**config.mk**
```make
export PLATFORM = sky130hd
export DESIGN_NAME = picorv32_axi_bridge
export DESIGN_NICKNAME = d
export VERILOG_FILES = /design/src/rtl/picorv32_axi_pkg.sv /design/src/rtl/picorv32_axi_wdog.sv /design/src/rtl/picorv32_axi_bridge.sv
export SDC_FILE = /design/constraint.sdc
export NUM_CORES = 1
export LEC_CHECK = 0
export CAP_MARGIN = 20
export CORE_MARGIN = 5
export CORE_UTILIZATION = 36
export CTS_CLUSTER_SIZE = 8
export DETAILED_ROUTE_END_ITERATION = 7
export PLACE_DENSITY = 0.79
export SYNTH_ARGS = -nofsm -noshare
export SYNTH_HDL_FRONTEND = slang
export SYNTH_SLANG_ARGS = --single-unit
```
**constraint.sdc**
```tcl
create_clock -name clk -period 1.55 [get_ports clk]
set_input_delay 0.155 -clock clk [delete_from_list [all_inputs] [get_ports clk]]
set_output_delay 0.155 -clock clk [all_outputs]
set_load 0.05 [all_outputs]
```
**src/rtl/picorv32_axi_pkg.sv**
```systemverilog
// Shared types and constants for the PicoRV32 native-to-AXI4-Lite bridge.
package picorv32_axi_pkg;

    typedef enum logic [2:0] {
        IDLE,
        WRITE,
        WRESP,
        RADDR,
        RDATA,
        DONE,
        DRAIN
    } bridge_state_t;

    localparam logic [1:0] RESP_OKAY   = 2'b00;
    localparam logic [1:0] RESP_EXOKAY = 2'b01;
    localparam logic [1:0] RESP_SLVERR = 2'b10;
    localparam logic [1:0] RESP_DECERR = 2'b11;

    localparam logic [2:0] PROT_DATA  = 3'b000;
    localparam logic [2:0] PROT_INSTR = 3'b100;

    // SLVERR and DECERR both have the upper bit set; OKAY/EXOKAY do not.
    function automatic logic resp_is_error(input logic [1:0] resp);
        return resp[1];
    endfunction

endpackage

```
**src/rtl/picorv32_axi_wdog.sv**
```systemverilog
// Transaction watchdog: counts enabled cycles and flags the cycle that reaches the limit.
module picorv32_axi_wdog #(
    parameter int TIMEOUT_CYCLES = 0
) (
    input  logic clk,
    input  logic reset,
    input  logic enable,
    input  logic clear,
    output logic expire
);

    localparam int CW = (TIMEOUT_CYCLES > 1) ? $clog2(TIMEOUT_CYCLES + 1) : 1;
    localparam logic [CW-1:0] LIMIT = CW'((TIMEOUT_CYCLES > 0) ? TIMEOUT_CYCLES - 1 : 0);

    logic [CW-1:0] count_q;
    logic [CW-1:0] count_eff;

    // A clear in the first cycle of a state makes that cycle count as number one.
    assign count_eff = clear ? '0 : count_q;
    assign expire    = (TIMEOUT_CYCLES > 0) && enable && (count_eff == LIMIT);

    always_ff @(posedge clk) begin
        if (reset)
            count_q <= '0;
        else if (enable)
            count_q <= count_eff + CW'(1);
        else
            count_q <= '0;
    end

endmodule

```
**src/rtl/picorv32_axi_bridge.sv**
```systemverilog
// Bridges the PicoRV32 native memory interface onto an AXI4-Lite master, one transaction at a time.
module picorv32_axi_bridge #(
    parameter int ADDR_WIDTH     = 32,
    parameter int DATA_WIDTH     = 32,
    parameter int TIMEOUT_CYCLES = 0
) (
    input  logic                    clk,
    input  logic                    reset,
    output logic                    mem_axi_awvalid,
    input  logic                    mem_axi_awready,
    output logic [ADDR_WIDTH-1:0]   mem_axi_awaddr,
    output logic [2:0]              mem_axi_awprot,
    output logic                    mem_axi_wvalid,
    input  logic                    mem_axi_wready,
    output logic [DATA_WIDTH-1:0]   mem_axi_wdata,
    output logic [DATA_WIDTH/8-1:0] mem_axi_wstrb,
    input  logic                    mem_axi_bvalid,
    output logic                    mem_axi_bready,
    input  logic [1:0]              mem_axi_bresp,
    output logic                    mem_axi_arvalid,
    input  logic                    mem_axi_arready,
    output logic [ADDR_WIDTH-1:0]   mem_axi_araddr,
    output logic [2:0]              mem_axi_arprot,
    input  logic                    mem_axi_rvalid,
    output logic                    mem_axi_rready,
    input  logic [DATA_WIDTH-1:0]   mem_axi_rdata,
    input  logic [1:0]              mem_axi_rresp,
    input  logic                    mem_valid,
    input  logic                    mem_instr,
    input  logic [ADDR_WIDTH-1:0]   mem_addr,
    input  logic [DATA_WIDTH-1:0]   mem_wdata,
    input  logic [DATA_WIDTH/8-1:0] mem_wstrb,
    output logic                    mem_ready,
    output logic [DATA_WIDTH-1:0]   mem_rdata,
    output logic                    mem_error,
    output logic                    busy
);
    import picorv32_axi_pkg::*;

    bridge_state_t           state_q;
    logic [ADDR_WIDTH-1:0]   addr_q;
    logic [DATA_WIDTH-1:0]   wdata_q;
    logic [DATA_WIDTH/8-1:0] wstrb_q;
    logic                    instr_q;
    logic                    is_write_q;
    logic                    awvalid_q, wvalid_q, bready_q, arvalid_q, rready_q;
    logic                    ready_q, error_q;
    logic [DATA_WIDTH-1:0]   rdata_q;
    logic                    wdog_clear_q;
    logic                    wdog_enable, wdog_expire, completing;

    assign wdog_enable = state_q inside {WRITE, WRESP, RADDR, RDATA};
    assign completing  = (state_q == WRESP && mem_axi_bvalid) || (state_q == RDATA && mem_axi_rvalid);

    picorv32_axi_wdog #(.TIMEOUT_CYCLES(TIMEOUT_CYCLES)) u_wdog (
        .clk    (clk),
        .reset  (reset),
        .enable (wdog_enable),
        .clear  (wdog_clear_q),
        .expire (wdog_expire)
    );

    always_ff @(posedge clk) begin
        if (reset) begin
            state_q      <= IDLE;
            addr_q       <= '0;
            wdata_q      <= '0;
            wstrb_q      <= '0;
            instr_q      <= 1'b0;
            is_write_q   <= 1'b0;
            awvalid_q    <= 1'b0;
            wvalid_q     <= 1'b0;
            bready_q     <= 1'b0;
            arvalid_q    <= 1'b0;
            rready_q     <= 1'b0;
            ready_q      <= 1'b0;
            error_q      <= 1'b0;
            rdata_q      <= '0;
            wdog_clear_q <= 1'b0;
        end else begin
            wdog_clear_q <= 1'b0;
            case (state_q)
                IDLE: begin
                    if (mem_valid) begin
                        addr_q       <= mem_addr;
                        wdata_q      <= mem_wdata;
                        wstrb_q      <= mem_wstrb;
                        instr_q      <= mem_instr;
                        is_write_q   <= |mem_wstrb;
                        wdog_clear_q <= 1'b1;
                        if (|mem_wstrb) begin
                            awvalid_q <= 1'b1;
                            wvalid_q  <= 1'b1;
                            state_q   <= WRITE;
                        end else begin
                            arvalid_q <= 1'b1;
                            state_q   <= RADDR;
                        end
                    end
                end
                // AW and W complete independently; leave once neither is still pending.
                WRITE: begin
                    if (mem_axi_awready) awvalid_q <= 1'b0;
                    if (mem_axi_wready)  wvalid_q  <= 1'b0;
                    if ((!awvalid_q || mem_axi_awready) && (!wvalid_q || mem_axi_wready)) begin
                        bready_q     <= 1'b1;
                        wdog_clear_q <= 1'b1;
                        state_q      <= WRESP;
                    end
                end
                WRESP: begin
                    if (mem_axi_bvalid) begin
                        bready_q <= 1'b0;
                        error_q  <= resp_is_error(mem_axi_bresp);
                        ready_q  <= 1'b1;
                        state_q  <= DONE;
                    end
                end
                RADDR: begin
                    if (mem_axi_arready) begin
                        arvalid_q    <= 1'b0;
                        rready_q     <= 1'b1;
                        wdog_clear_q <= 1'b1;
                        state_q      <= RDATA;
                    end
                end
                RDATA: begin
                    if (mem_axi_rvalid) begin
                        rready_q <= 1'b0;
                        rdata_q  <= mem_axi_rdata;
                        error_q  <= resp_is_error(mem_axi_rresp);
                        ready_q  <= 1'b1;
                        state_q  <= DONE;
                    end
                end
                DONE: begin
                    ready_q <= 1'b0;
                    error_q <= 1'b0;
                    state_q <= IDLE;
                end
                // The CPU has already been answered; just retire the abandoned AXI transaction.
                DRAIN: begin
                    ready_q <= 1'b0;
                    error_q <= 1'b0;
                    if (mem_axi_awready) awvalid_q <= 1'b0;
                    if (mem_axi_wready)  wvalid_q  <= 1'b0;
                    if (mem_axi_arready) arvalid_q <= 1'b0;
                    if ((bready_q && mem_axi_bvalid) || (rready_q && mem_axi_rvalid)) begin
                        bready_q <= 1'b0;
                        rready_q <= 1'b0;
                        state_q  <= IDLE;
                    end
                end
                default: state_q <= IDLE;
            endcase

            // A genuine response in the expiry cycle wins over the timeout.
            if (wdog_expire && !completing) begin
                ready_q  <= 1'b1;
                error_q  <= 1'b1;
                rdata_q  <= '1;
                bready_q <= is_write_q;
                rready_q <= !is_write_q;
                state_q  <= DRAIN;
            end
        end
    end

    assign mem_axi_awvalid = awvalid_q;
    assign mem_axi_awaddr  = addr_q;
    assign mem_axi_awprot  = PROT_DATA;
    assign mem_axi_wvalid  = wvalid_q;
    assign mem_axi_wdata   = wdata_q;
    assign mem_axi_wstrb   = wstrb_q;
    assign mem_axi_bready  = bready_q;
    assign mem_axi_arvalid = arvalid_q;
    assign mem_axi_araddr  = addr_q;
    assign mem_axi_arprot  = instr_q ? PROT_INSTR : PROT_DATA;
    assign mem_axi_rready  = rready_q;
    assign mem_ready       = ready_q;
    assign mem_rdata       = rdata_q;
    assign mem_error       = error_q;
    assign busy            = (state_q != IDLE);

endmodule

```
==> flow_metrics.env <==
export IMPL_run_status="finished, final reports clean"
export IMPL_final_critical_path_setup_slack_ns=0.0138
export IMPL_grt_pass1_vias=4283
export IMPL_maxCapViolCount=0
export IMPL_clockBufferDepth=2
export IMPL_largest_stage_delay_on_the_critical_path_ns=0.36
export IMPL_switchingPower_mw=5.34
export IMPL_cts_reportedPaths_clkPinSlew_ns=0.08
export IMPL_maximum_number_of_pins_on_one_net_before_global_route_repair=46
export IMPL_yosys_warnings=0
export IMPL_post_dp_hpwl_mm=10.2
export IMPL_dieArea_sq_um=14400
export IMPL_synth_area_in_compound_gates_pct=15.4
export IMPL_fin_cells=927
export IMPL_globalRouteMet2Util_pct=31.6
export IMPL_std_cell_core_area_sq_um=12000
export IMPL_critPathSlowestCell="sky130_fd_sc_hd__dfxtp_4"
export IMPL_critical_path_arrival_ns=1.80
export IMPL_ant_nets=0
export IMPL_postSynth_topFlopCell="sky130_fd_sc_hd__dfxtp_1"
export IMPL_hold_class="in2reg"
export IMPL_worstSetupEndpointType="register"
export IMPL_crit_path_cell_trace="buf_6 > nor3_4 > and2_4 > clkbuf_16 > nand2_1 > a21oi_1"
export IMPL_detail_route_vias_per_cell=4.78
export IMPL_synth_async_reset_ratio_pct=0
export IMPL_clk_insertion_delay_late_ns=0.34
export IMPL_htree_num_levels=3
export IMPL_post_route_min_period_ns=1.54
export IMPL_initial_utilization_pct=36.4
export IMPL_average_cell_area_after_synthesis_sq_um=7.85
export IMPL_pre_cts_ws_ns=-0.267
export IMPL_synth_area_sq_um=4360
export IMPL_fp_row_count=40
export IMPL_drive_gt1_share_pct=28.5
export IMPL_timing_clock_skew_ns=0.00599
export IMPL_synth_sequential_area_ratio_pct=51.0
export IMPL_synthSimpleGateAreaFrac_pct=21.6
export IMPL_worst_setup_path_startpoint="state_q[0]"
export IMPL_die_width_microns=120
export IMPL_synth_distinct_cells=36
export IMPL_global_route_overflow_total=0
export IMPL_cp_data_required_time_ns=1.82
export IMPL_finalHoldViolCount=0
export IMPL_critPathMaxFanout=18
export IMPL_grt_first_pass_wirelength_mm=20.6
export IMPL_seqCellArea_sq_um=2230
export IMPL_min_delay_start="reset"
export IMPL_max_freq_mhz=651
export IMPL_die_y_microns=120
export IMPL_post_place_cells=904
export IMPL_gr_busiest_metal="met2"
export IMPL_power_density_cell_area_nw_per_um2=1700
export IMPL_stdcell_area_sq_um=7010
export IMPL_io_buffer_count=251
export IMPL_crit_type="reg2reg"
export IMPL_areaGrowthSynthToFinish_pct=60.8
export IMPL_gp_routability_congestion=0.779
export IMPL_grt_met1_usage_pct=19.1
export IMPL_synth_mux_area_share_pct=0.459
export IMPL_finish_net_count=888
export IMPL_tritoncts_num_sinks=111
export IMPL_crit_path_start_kind="register"
export IMPL_initial_antenna_violation_count=0
export IMPL_swShare_pct=44.9
export IMPL_final_max_slew_violation_count=0
export IMPL_power_leakage_nw=2.94
export IMPL_tritoncts_num_buffers=9
export IMPL_final_cycle_utilization_of_the_critical_path_pct=99.1
export IMPL_drt_pass1_iterations=7
export IMPL_detail_route_iter0_violations=161
export IMPL_diodes=0
export IMPL_fin_hold_ws_ns=0.206
export IMPL_p_clk_share_pct=18.4
export IMPL_unrepaired_setup_endpoints_after_global_routing="yes"
export IMPL_nFillCells=1028
export IMPL_totalNegativeSetupSlack_ns=0
export IMPL_synth_instances=555
export IMPL_synth_seq_cells=111
export IMPL_cell_internal_pwr_mw=6.56
export IMPL_timing_rr_start="state_q[0]"
export IMPL_finalSetupViolCount=0
export IMPL_num_vias=4433
export IMPL_synth_enable_flop_cells=0
export IMPL_io_pins=259
export IMPL_top_cell_family_by_delay_on_the_critical_path="simple AND/OR/NAND/NOR gates"
export IMPL_drt_wl_total_mm=14.0
export IMPL_synth_top_family_by_area="simple AND/OR/NAND/NOR gates"
export IMPL_layout_core_utilization_pct=58.6
export IMPL_synth_xor_area_share_pct=0.402
export IMPL_cts_root_buf="sky130_fd_sc_hd__clkbuf_16"
export IMPL_critical_path_buf_inv_count=2
export IMPL_grt_use_total_pct=17.4
export IMPL_worst_ir_drop_vdd_uv=850
export IMPL_cts_tree="done"
export IMPL_power_share_combinational_pct=50.3
export IMPL_power_mw=11.9
export IMPL_sequentialPowerShare_pct=31.2
export IMPL_drcViolationCount=0
export IMPL_postPlaceCellArea_sq_um=6480
export IMPL_adder_cell_area_share_of_the_yosys_netlist_pct=0
export IMPL_area_of_the_multi_input_gates_sq_um=1780
export IMPL_global_route_usage_met3_pct=5.33
export IMPL_wl_per_cell_microns=15.1
[cells in the final DEF, fill, tap and decap left out, types with 2 or more instances in the layout]
cell type and n:
sky130_fd_sc_hd__mux2i_1 2, sky130_fd_sc_hd__conb_1 5, sky130_fd_sc_hd__nand2_4 3, sky130_fd_sc_hd__nand2_1 202
sky130_fd_sc_hd__nand3_1 2, sky130_fd_sc_hd__clkbuf_16 13, sky130_fd_sc_hd__inv_6 2, sky130_fd_sc_hd__a31oi_1 3
sky130_fd_sc_hd__nand2_2 6, sky130_fd_sc_hd__o21ai_0 6, sky130_fd_sc_hd__inv_1 3, sky130_fd_sc_hd__dfxtp_2 2
sky130_fd_sc_hd__a31o_2 2, sky130_fd_sc_hd__nand2b_1 5, sky130_fd_sc_hd__buf_4 160, sky130_fd_sc_hd__clkdlybuf4s50_1 109
sky130_fd_sc_hd__and3_1 2, sky130_fd_sc_hd__a21oi_2 12, sky130_fd_sc_hd__nor3_1 2, sky130_fd_sc_hd__dfxtp_1 108
sky130_fd_sc_hd__a211oi_1 2, sky130_fd_sc_hd__buf_6 3, sky130_fd_sc_hd__buf_12 5, sky130_fd_sc_hd__nor2_1 2
sky130_fd_sc_hd__clkinv_4 3, sky130_fd_sc_hd__a21oi_1 93
[layout make-up]
cell class              instances  area share [%]
clock inverters                 7           0.804
inverters                       3           0.161
repair buffers                281            36.1
flip-flops and latches        111            31.8
clock buffers                   9            3.21
well taps                     147            2.62
multi-input cells             369            25.3
[synthesized netlist by cell type, drive strengths merged, types with 2 or more instances]
master	count	area share, %
and2	2	0.29
nor2	3	0.26
inv	3	0.26
a31o	2	0.40
a211oi	2	0.34
a31oi	3	0.43
nand2b	5	0.72
mux2i	2	0.46
dfxtp	111	51
o21ai	6	0.69
nand3	2	0.23
clkbuf	21	1.8
nand2	211	18
and3	2	0.29
a21oi	105	12
buf	55	9.0
nor3	4	0.72
[what timing repair did]
item                                   CTS  global route
setup buffers                            1             3
resized for setup                        3            33
pin swaps                                1            11
endpoints found under the hold margin    0             0
setup endpoints to repair               28            92
cloned                                   0             4
hold buffers                             0             0
[worst register-to-register path, stage by stage, from the launching register on]
cell and delay, ns:
sky130_fd_sc_hd__dfxtp_4 0.36, sky130_fd_sc_hd__buf_6 0.12, sky130_fd_sc_hd__nor3_4 0.25, sky130_fd_sc_hd__and2_4 0.33, sky130_fd_sc_hd__clkbuf_16 0.22, sky130_fd_sc_hd__nand2_1 0.07
sky130_fd_sc_hd__a21oi_1 0.12
[flip-flops by register name, summed over array words and instances (netlist names)]
name	flops
instr_q	1
mem_axi_araddr	32
mem_axi_arvalid	1
mem_axi_awvalid	1
mem_axi_bready	1
mem_axi_rready	1
mem_axi_wdata	32
mem_axi_wstrb	4
mem_axi_wvalid	1
mem_error	1
mem_rdata	32
mem_ready	1
state_q	3
[routing by layer]
| metal | vias to the layer above | routed length, microns |
|---|---|---|
| met5 | - | 0 |
| met4 | 0 | 249 |
| met3 | 18 | 1080 |
| met2 | 154 | 7250 |
| met1 | 2064 | 5410 |
| li1 | 2197 | - |
[path summary, 6_finish.rpt]
kind	to	slack, ns	cells after the start
setup reg to reg	mem_axi_wdata[13]	0.01	6
setup / recovery	mem_axi_wdata[13]	0.01	6
hold reg to reg	mem_axi_wdata[31]	0.46	2
hold / removal	mem_rdata[21]	0.21	2
[power by group through the flow]
stage | sequential, mW | clock, mW | combinational, mW
final | 3.71 | 2.19 | 5.99
after global routing | 3.78 | 2.39 | 6.32
after CTS | 3.70 | 2.26 | 5.58
after detailed placement | 3.75 | 0 | 5.53
after global placement | 3.72 | 0 | 5.46
after floorplan | 5.21 | 0 | 2.41
[cell families (layout without fill, tap and decap cells)]
logic type | Yosys count | count (layout)
AND/OR/NAND/NOR | 235 | 235
AO/OA/AOI/OAI | 125 | 125
flip-flops | 111 | 111
buffers and inverters | 79 | 300
XOR/XNOR | 2 | 2
multiplexers | 2 | 2
other | 1 | 5
No activity file was read; power rests on OpenSTA's default activity.
